**src/rtl/alu_operand_stage.sv**
```systemverilog
// Operand stage ahead of the alu: register file with pending-write scoreboard,
// write-through bypass from the writeback port, and a valid/ready output register.
module alu_operand_stage #(
  parameter int DATA_W = 16,
  parameter int OP_W   = 4,
  parameter int NREGS  = 8,
  parameter int ADDR_W = 3
) (
  input  logic              clk,
  input  logic              rst_n,
  input  logic              in_valid,
  output logic              in_ready,
  input  logic [OP_W-1:0]   in_op,
  input  logic [ADDR_W-1:0] in_rs1,
  input  logic [ADDR_W-1:0] in_rs2,
  input  logic [ADDR_W-1:0] in_rd,
  input  logic [DATA_W-1:0] in_imm,
  input  logic              in_use_imm,
  input  logic              wb_en,
  input  logic [ADDR_W-1:0] wb_addr,
  input  logic [DATA_W-1:0] wb_data,
  output logic              out_valid,
  input  logic              out_ready,
  output logic [OP_W-1:0]   out_op,
  output logic [DATA_W-1:0] out_reg1,
  output logic [DATA_W-1:0] out_reg2,
  output logic [ADDR_W-1:0] out_rd
);

  logic [DATA_W-1:0] regs [NREGS];
  logic [NREGS-1:0]  pend;
  logic [NREGS-1:0]  clr_vec;
  logic [NREGS-1:0]  set_vec;
  logic [NREGS-1:0]  busy;
  logic              hazard;
  logic              accept;
  logic [DATA_W-1:0] opnd1_p0;
  logic [DATA_W-1:0] opnd2_p0;

  logic              vld_p1;
  logic [OP_W-1:0]   op_p1;
  logic [DATA_W-1:0] reg1_p1;
  logic [DATA_W-1:0] reg2_p1;
  logic [ADDR_W-1:0] rd_p1;

  // Stage p0: hazard detection and operand selection
  always_comb begin
    clr_vec = '0;
    if (wb_en && (wb_addr != '0)) clr_vec[wb_addr] = 1'b1;
    // A register whose writeback lands this cycle is no longer a hazard.
    busy = pend & ~clr_vec;
    hazard = busy[in_rs1]
           | (~in_use_imm & busy[in_rs2])
           | ((in_rd != '0) & busy[in_rd]);
    in_ready = (!vld_p1 || out_ready) && !hazard;
    accept   = in_valid && in_ready;

    set_vec = '0;
    if (accept && (in_rd != '0)) set_vec[in_rd] = 1'b1;

    if (in_rs1 == '0)                         opnd1_p0 = '0;
    else if (wb_en && (wb_addr == in_rs1))    opnd1_p0 = wb_data;
    else                                      opnd1_p0 = regs[in_rs1];

    if (in_use_imm)                           opnd2_p0 = in_imm;
    else if (in_rs2 == '0)                    opnd2_p0 = '0;
    else if (wb_en && (wb_addr == in_rs2))    opnd2_p0 = wb_data;
    else                                      opnd2_p0 = regs[in_rs2];
  end

  always_ff @(posedge clk or negedge rst_n) begin
    if (!rst_n) begin
      for (int i = 0; i < NREGS; i++) regs[i] <= '0;
      pend <= '0;
    end else begin
      if (wb_en && (wb_addr != '0)) regs[wb_addr] <= wb_data;
      // set after clear so a simultaneous issue keeps the register pending
      pend <= (pend & ~clr_vec) | set_vec;
    end
  end

  // Stage p1: output register toward the alu
  always_ff @(posedge clk or negedge rst_n) begin
    if (!rst_n) begin
      vld_p1  <= 1'b0;
      op_p1   <= '0;
      reg1_p1 <= '0;
      reg2_p1 <= '0;
      rd_p1   <= '0;
    end else if (accept) begin
      vld_p1  <= 1'b1;
      op_p1   <= in_op;
      reg1_p1 <= opnd1_p0;
      reg2_p1 <= opnd2_p0;
      rd_p1   <= in_rd;
    end else if (vld_p1 && out_ready) begin
      vld_p1  <= 1'b0;
    end
  end

  assign out_valid = vld_p1;
  assign out_op    = op_p1;
  assign out_reg1  = reg1_p1;
  assign out_reg2  = reg2_p1;
  assign out_rd    = rd_p1;

endmodule
```
**config.mk**
```make
export PLATFORM = sky130hd
export DESIGN_NAME = alu_operand_stage
export DESIGN_NICKNAME = d
export VERILOG_FILES = /design/src/rtl/alu_operand_stage.sv
export SDC_FILE = /design/constraint.sdc
export NUM_CORES = 1
export LEC_CHECK = 0
export CORE_MARGIN = 1.5
export CORE_UTILIZATION = 46
export DETAILED_ROUTE_END_ITERATION = 10
export PLACE_DENSITY = 0.67
export SYNTH_ARGS = -nofsm -noshare
export SYNTH_HDL_FRONTEND = slang
export SYNTH_SLANG_ARGS = --single-unit
```
**constraint.sdc**
```tcl
create_clock -name clk -period 2.5 [get_ports clk]
set_clock_uncertainty 0.2 [all_clocks]
set_input_delay 0.5 -clock clk [delete_from_list [all_inputs] [get_ports clk]]
set_output_delay 0.5 -clock clk [all_outputs]
set_load 0.02 [all_outputs]
```
---- After elaboration in Yosys (flattened, before gate mapping) ----
Index checks and enable logic that the tools add are counted.
storage, ports and cells
  register bits ........................... 176
  bits of input ports ..................... 54
  output and inout bits ................... 41
  logic and storage cells ................. 83
operators by class
  $lt $le $gt $ge ......................... 10
  equal/unequal tests ..................... 2
  mux-type cells .......................... 28
  bitwise gates (word level) .............. 11
  reductions and logical operators ........ 18
operator list
  kind                  number
  $mux W16              10
  $bwmux W128           1
  $bmux W16 S3          2
  $demux W16 S3         1
  $lt A3 B4 Y1 const B  4
  $mux W8               2
  $ge A4 B4 Y1 const B  3
  $not A3 Y4            3
  $logic_and A1 B1 Y1   10
  $bmux W1 S3           3
  $and A8 B8 Y8         1
  $not A8 Y8            1
  $or A8 B8 Y8          1
  $mux W1               7
  $demux W1 S3          2
  $eq A3 B3 Y1          2
  $ge A3 B1 Y1 const B  2
  $logic_not A3 Y1      2
  $reduce_bool A3 Y1    2
  $lt A4 B1 Y1 const B  1
  $and A1 B1 Y1         2
  $logic_not A1 Y1      2
  $or A1 B1 Y1          2
  $reduce_bool A2 Y1    1
  other kinds (2)       2

---- Logic depth before layout (Yosys ltp) ----
  word-level depth ........................ 18
  mapped depth ............................ 11
  depth with buffers taken out ............ 7

---- Worst setup path before layout ----
OpenSTA, ideal clock, no wires.
  path kind ............................... input -> register
  start point ............................. input port wb_en
  end point ............................... register rd_p1[1] (netlist: out_rd[1])
  data arrival time ....................... 2332 ps
  data required time ...................... 2175 ps
  setup slack ............................. -158 ps
  stages .................................. 11
  buffers on the path ..................... 4
  cells stage by stage .................... buf_4 > and4bb_1 > buf_4 > nand2b_4 > a221oi_1 > nand4_1 > nand4_2 > or2_1 > buf_6 > buf_6 > mux2_4
between the ends
  word-level cells in the longest chain between the ends .. 12
RTL lines
  item                           RTL line  RTL
  start, declared                19        input logic wb_en,
  $logic_and A1 B1 Y1 (*)        49        if (wb_en && (wb_addr != '0)) clr_vec[wb_addr] = 1'b1;
  $mux W8 (*)                    49
  $not A8 Y8 (*)                 51        busy = pend & ~clr_vec;
  $and A8 B8 Y8 (*)              51
  $bmux W1 S3                    53        | (~in_use_imm & busy[in_rs2])
  $mux W1 (implied by the code)  53
  $and A1 B1 Y1                  53
  $or A1 B1 Y1                   53
  $or A1 B1 Y1 (*)               54        | ((in_rd != '0) & busy[in_rd]);
  $logic_not A1 Y1 (*)           55        in_ready = (!vld_p1 || out_ready) && !hazard;
  $logic_and A1 B1 Y1 (*)        55
  $logic_and A1 B1 Y1 (*)        56        accept = in_valid && in_ready;
  end signal, assigned           95        rd_p1 <= in_rd;
  end, declared                  44        logic [ADDR_W-1:0] rd_p1;
Mark *: on every way between the ends. The rest lies on a longest branch, timed or not. The select of a mux whose other input is x is not followed.
A chain may end at the register's enable or synchronous reset.

---- Final worst setup path ----
  start point ............................. input port wb_addr[1]
  end point ............................... output port in_ready
between the ends
  word-level cells in the longest chain between the ends .. 14
RTL lines
  item                                                                       RTL line  RTL
  start, declared                                                            20        input logic [ADDR_W-1:0] wb_addr,
  $lt A3 B4 Y1 (implied by the code) / $ge A3 B1 Y1 (equally long branches)  49
  $logic_and A1 B1 Y1 (implied by the code)                                  49
  $mux W1 (implied by the code)                                              49
  $demux W1 S3                                                               49
  $mux W8 (*)                                                                49
  $not A8 Y8 (*)                                                             51
  $and A8 B8 Y8 (*)                                                          51
  $bmux W1 S3                                                                53
  $mux W1 (implied by the code)                                              53
  $and A1 B1 Y1                                                              53
  $or A1 B1 Y1                                                               53
  $or A1 B1 Y1 (*)                                                           54
  $logic_not A1 Y1 (*)                                                       55
  $logic_and A1 B1 Y1 (*)                                                    55
  end, declared                                                              12        output logic in_ready,
Marked as above.

==> metrics.txt <==
antenna violations before repair=0; Slew Limit Headroom=57.6%; RSZ-0062 raised after global routing=yes; layout filler cell count=1558; CP Capture Type=primary output; sequential area share after synthesis=47.5%; CP max FO=9; Synth Warn #=0; outcome=complete, no violations; Synth Register Bits=176; Final Util=59.6%; Slew @ Worst Pin=0.636 ns; final instance area=11700 um2; pin count of the biggest net entering global routing=66; Hold Slack=0.178 ns; Total Nets Final=906; share of synthesized registers carrying an async set or reset=100%; max-cap check violation count=0; Die Width=roughly 140 um; DRC viols=0; Vias=6778; final setup fails=0; fin crit period=approximately 2.5 ns; initial core utilization=47.3%; CTS H-tree depth=4; cell area after synthesis=9270 um2; HPWL Detailed=between 15 and 20 mm; Overflow after GRT=0; Tot GR Track Use=about 25%; first-pass GRT wire length=between 40 and 50 mm; Layout area overhead=25.8%; Max Freq=0.402 GHz; antenna-violating nets left=0; Avg Vias per Cell=approximately 6.0; routed wire length per instance=22.7 um; cells after synthesis=730; Arr. time, crit path=1.79 ns; post-synthesis area per instance=12.7 um2; Std-Cell Rows=slightly above 50; count of pins over their slew limit=0; layout cell share with drive strength beyond 1=41.6%; Hold WC Path Type=register to register; DR pass1 iterations=5; number of global-route vias before repair=~7000; TritonCTS clock tree=built; pwr/cell area=slightly below 900 nW/um2; Clock Sink Count=176; number of synthesized flops with an enable pin=0; startpoint types=input port; Detailed Route WL=25.6 mm; Inst Count DP=1093; Post-Syn Nets=784; CTS Buffer Depth=2; Clock Tree Root=clkbuf_16; DIE HEIGHT=145 um; clk slew on worst S/H paths=0.07 ns; I/O Buffers=94; Worst EP required=1.80 ns; Netlist cell types=45; clock latency on the worst-skew pair=0.43 ns; Core Box Area=19600 um2; Setup CP Type=input port to primary output; Top Ports=95; Non-Filler Instances=~1100; GPL Wtd Cong=0.872; Die Footprint=~21000 um2; antenna diode count=0; placed cell areas=10900 um2; peak supply drop=roughly 450 uV; LEAKAGE=0.00512 uW; Fin. Hold Viols=0; CTS buffer count=17; most used flip-flop cell after synthesis=dfrtp_1; final period utilization=~100%; Starting DRT DRC Count=around 620
worst max-delay path: stages:
cell      delay (ns)
clkbuf_4        0.16
nand4b_1        0.22
buf_4           0.22
a21oi_1         0.14
o21ai_1         0.08
nand4_1         0.12
nand4_2         0.15
inv_2           0.09
buf_6           0.11
cell families (layout without fill, tap and decap cells):
| group | Yosys count | in the layout | synth area share [%] |
|---|---|---|---|
| AO/OA/AOI/OAI | 113 | 113 | 9.70 |
| XOR/XNOR | 6 | 6 | 0.567 |
| buffers and inverters | 99 | 234 | 4.90 |
| flip-flops | 176 | 176 | 47.5 |
| multiplexers | 213 | 213 | 31.0 |
| AND/OR/NAND/NOR | 123 | 123 | 6.32 |
layout make-up:
cell class,instances,area [um2],share of cell area (%)
flip-flops and latches,176,4410,37.8
multi-input cells,455,4500,38.5
well taps,265,332,2.84
repair buffers,193,1780,15.2
clock inverters,14,180,1.54
inverters,9,35.0,0.300
clock buffers,18,439,3.76
sequential cells by signal, summed over array words and instances (netlist names):
| register | flops |
|---|---|
| out_op | 4 |
| out_reg2 | 16 |
| out_rd | 3 |
| pend | 8 |
| out_reg1 | 16 |
| regs | 128 |
| out_valid | 1 |
layout by cell type, fill, tap and decap left out, drive strengths merged, types with 17 or more instances in the layout:
master         Yosys  routed
dfrtp            176     176
mux2             163     163
buf               28     104
clkdlybuf4s50      0      80
nand2             61      61
nor2              35      35
mux4              33      33
a211oi            32      32
o221ai            31      31
clkbuf            62      21
mux2i             17      17
power by group:
group	internal (uW)	switching [uW]	total, uW	leakage (uW)
combinational	1950	1400	3350	0.00266
clock	1620	1170	2790	0.000291
sequential	3590	514	4110	0.00217
total	7160	3090	10200	0.00512
routing by layer:
layer	vias to the layer above	part of all wire (%)	track usage, %
li1	2968	-	-
met1	3516	42	32.5
met2	249	51	42.0
met3	45	4.8	4.37
met4	0	2.1	9.07
met5	-	0	0
final timing paths:
kind                               end  slack, ns        from  cells after the start
hold reg to reg              regs[123]       0.18   regs[123]                      0
max in group asynchronous     regs[63]       0.99       rst_n                      3
hold / removal               regs[123]       0.18   regs[123]                      0
setup / recovery              in_ready       0.01  wb_addr[1]                      9
setup reg to reg           out_reg2[8]       0.13     pend[0]                      7
min in group asynchronous     regs[22]       0.45       rst_n                      2
Yosys cell counts, types with 2 or more instances:
cell type / count / area (um2)
nand2b_4: 2 / 27.5
o31ai_1: 3 / 22.5
nor2b_1: 2 / 12.5
clkbuf_1: 62 / 233
buf_6: 8 / 90.1
nor3_1: 3 / 15.0
buf_4: 3 / 22.5
nand3_1: 2 / 10.0
buf_2: 9 / 45.0
o21ai_0: 11 / 55.1
dfrtp_1: 176 / 4400
and4bb_1: 2 / 25.0
a32oi_1: 3 / 26.3
o2111ai_1: 2 / 17.5
mux2i_1: 17 / 170
nand4b_1: 2 / 17.5
nand2_1: 61 / 229
buf_1: 8 / 30.0
nand4_1: 3 / 18.8
nor2_1: 35 / 131
nand2b_1: 3 / 18.8
a21oi_1: 8 / 40.0
xnor2_1: 6 / 52.6
mux4_2: 33 / 743
a22oi_1: 2 / 15.0
mux2_2: 129 / 1450
a211oi_1: 32 / 240
a221o_1: 15 / 150
mux2_4: 34 / 510
inv_1: 7 / 26.3
clkinv_1: 2 / 7.51
nand4_2: 2 / 25.0
o221ai_1: 31 / 272
through the flow:
| stage | setup TNS [ns] | setup WS [ns] | total power [uW] |
|---|---|---|---|
| final | 0 | 0.0120 | 10200 |
| after global routing | -0.155 | -0.0361 | 10700 |
| after CTS | -0.00160 | -0.00160 | 10300 |
| after detailed placement | -42.43 | -1.05 | 7460 |
| after global placement | -35.09 | -0.944 | 7310 |
| after floorplan | -4.91 | -0.144 | 6070 |
timing repair:
item	in CTS	in global routing
gates resized for setup	50	16
gates cloned	0	0
hold buffers	1	0
endpoints found under the setup margin	48	11
setup buffers	1	3
pin swaps	4	7
hold endpoints to repair	58	0
Note: power is estimated with default switching activity, not from simulation.
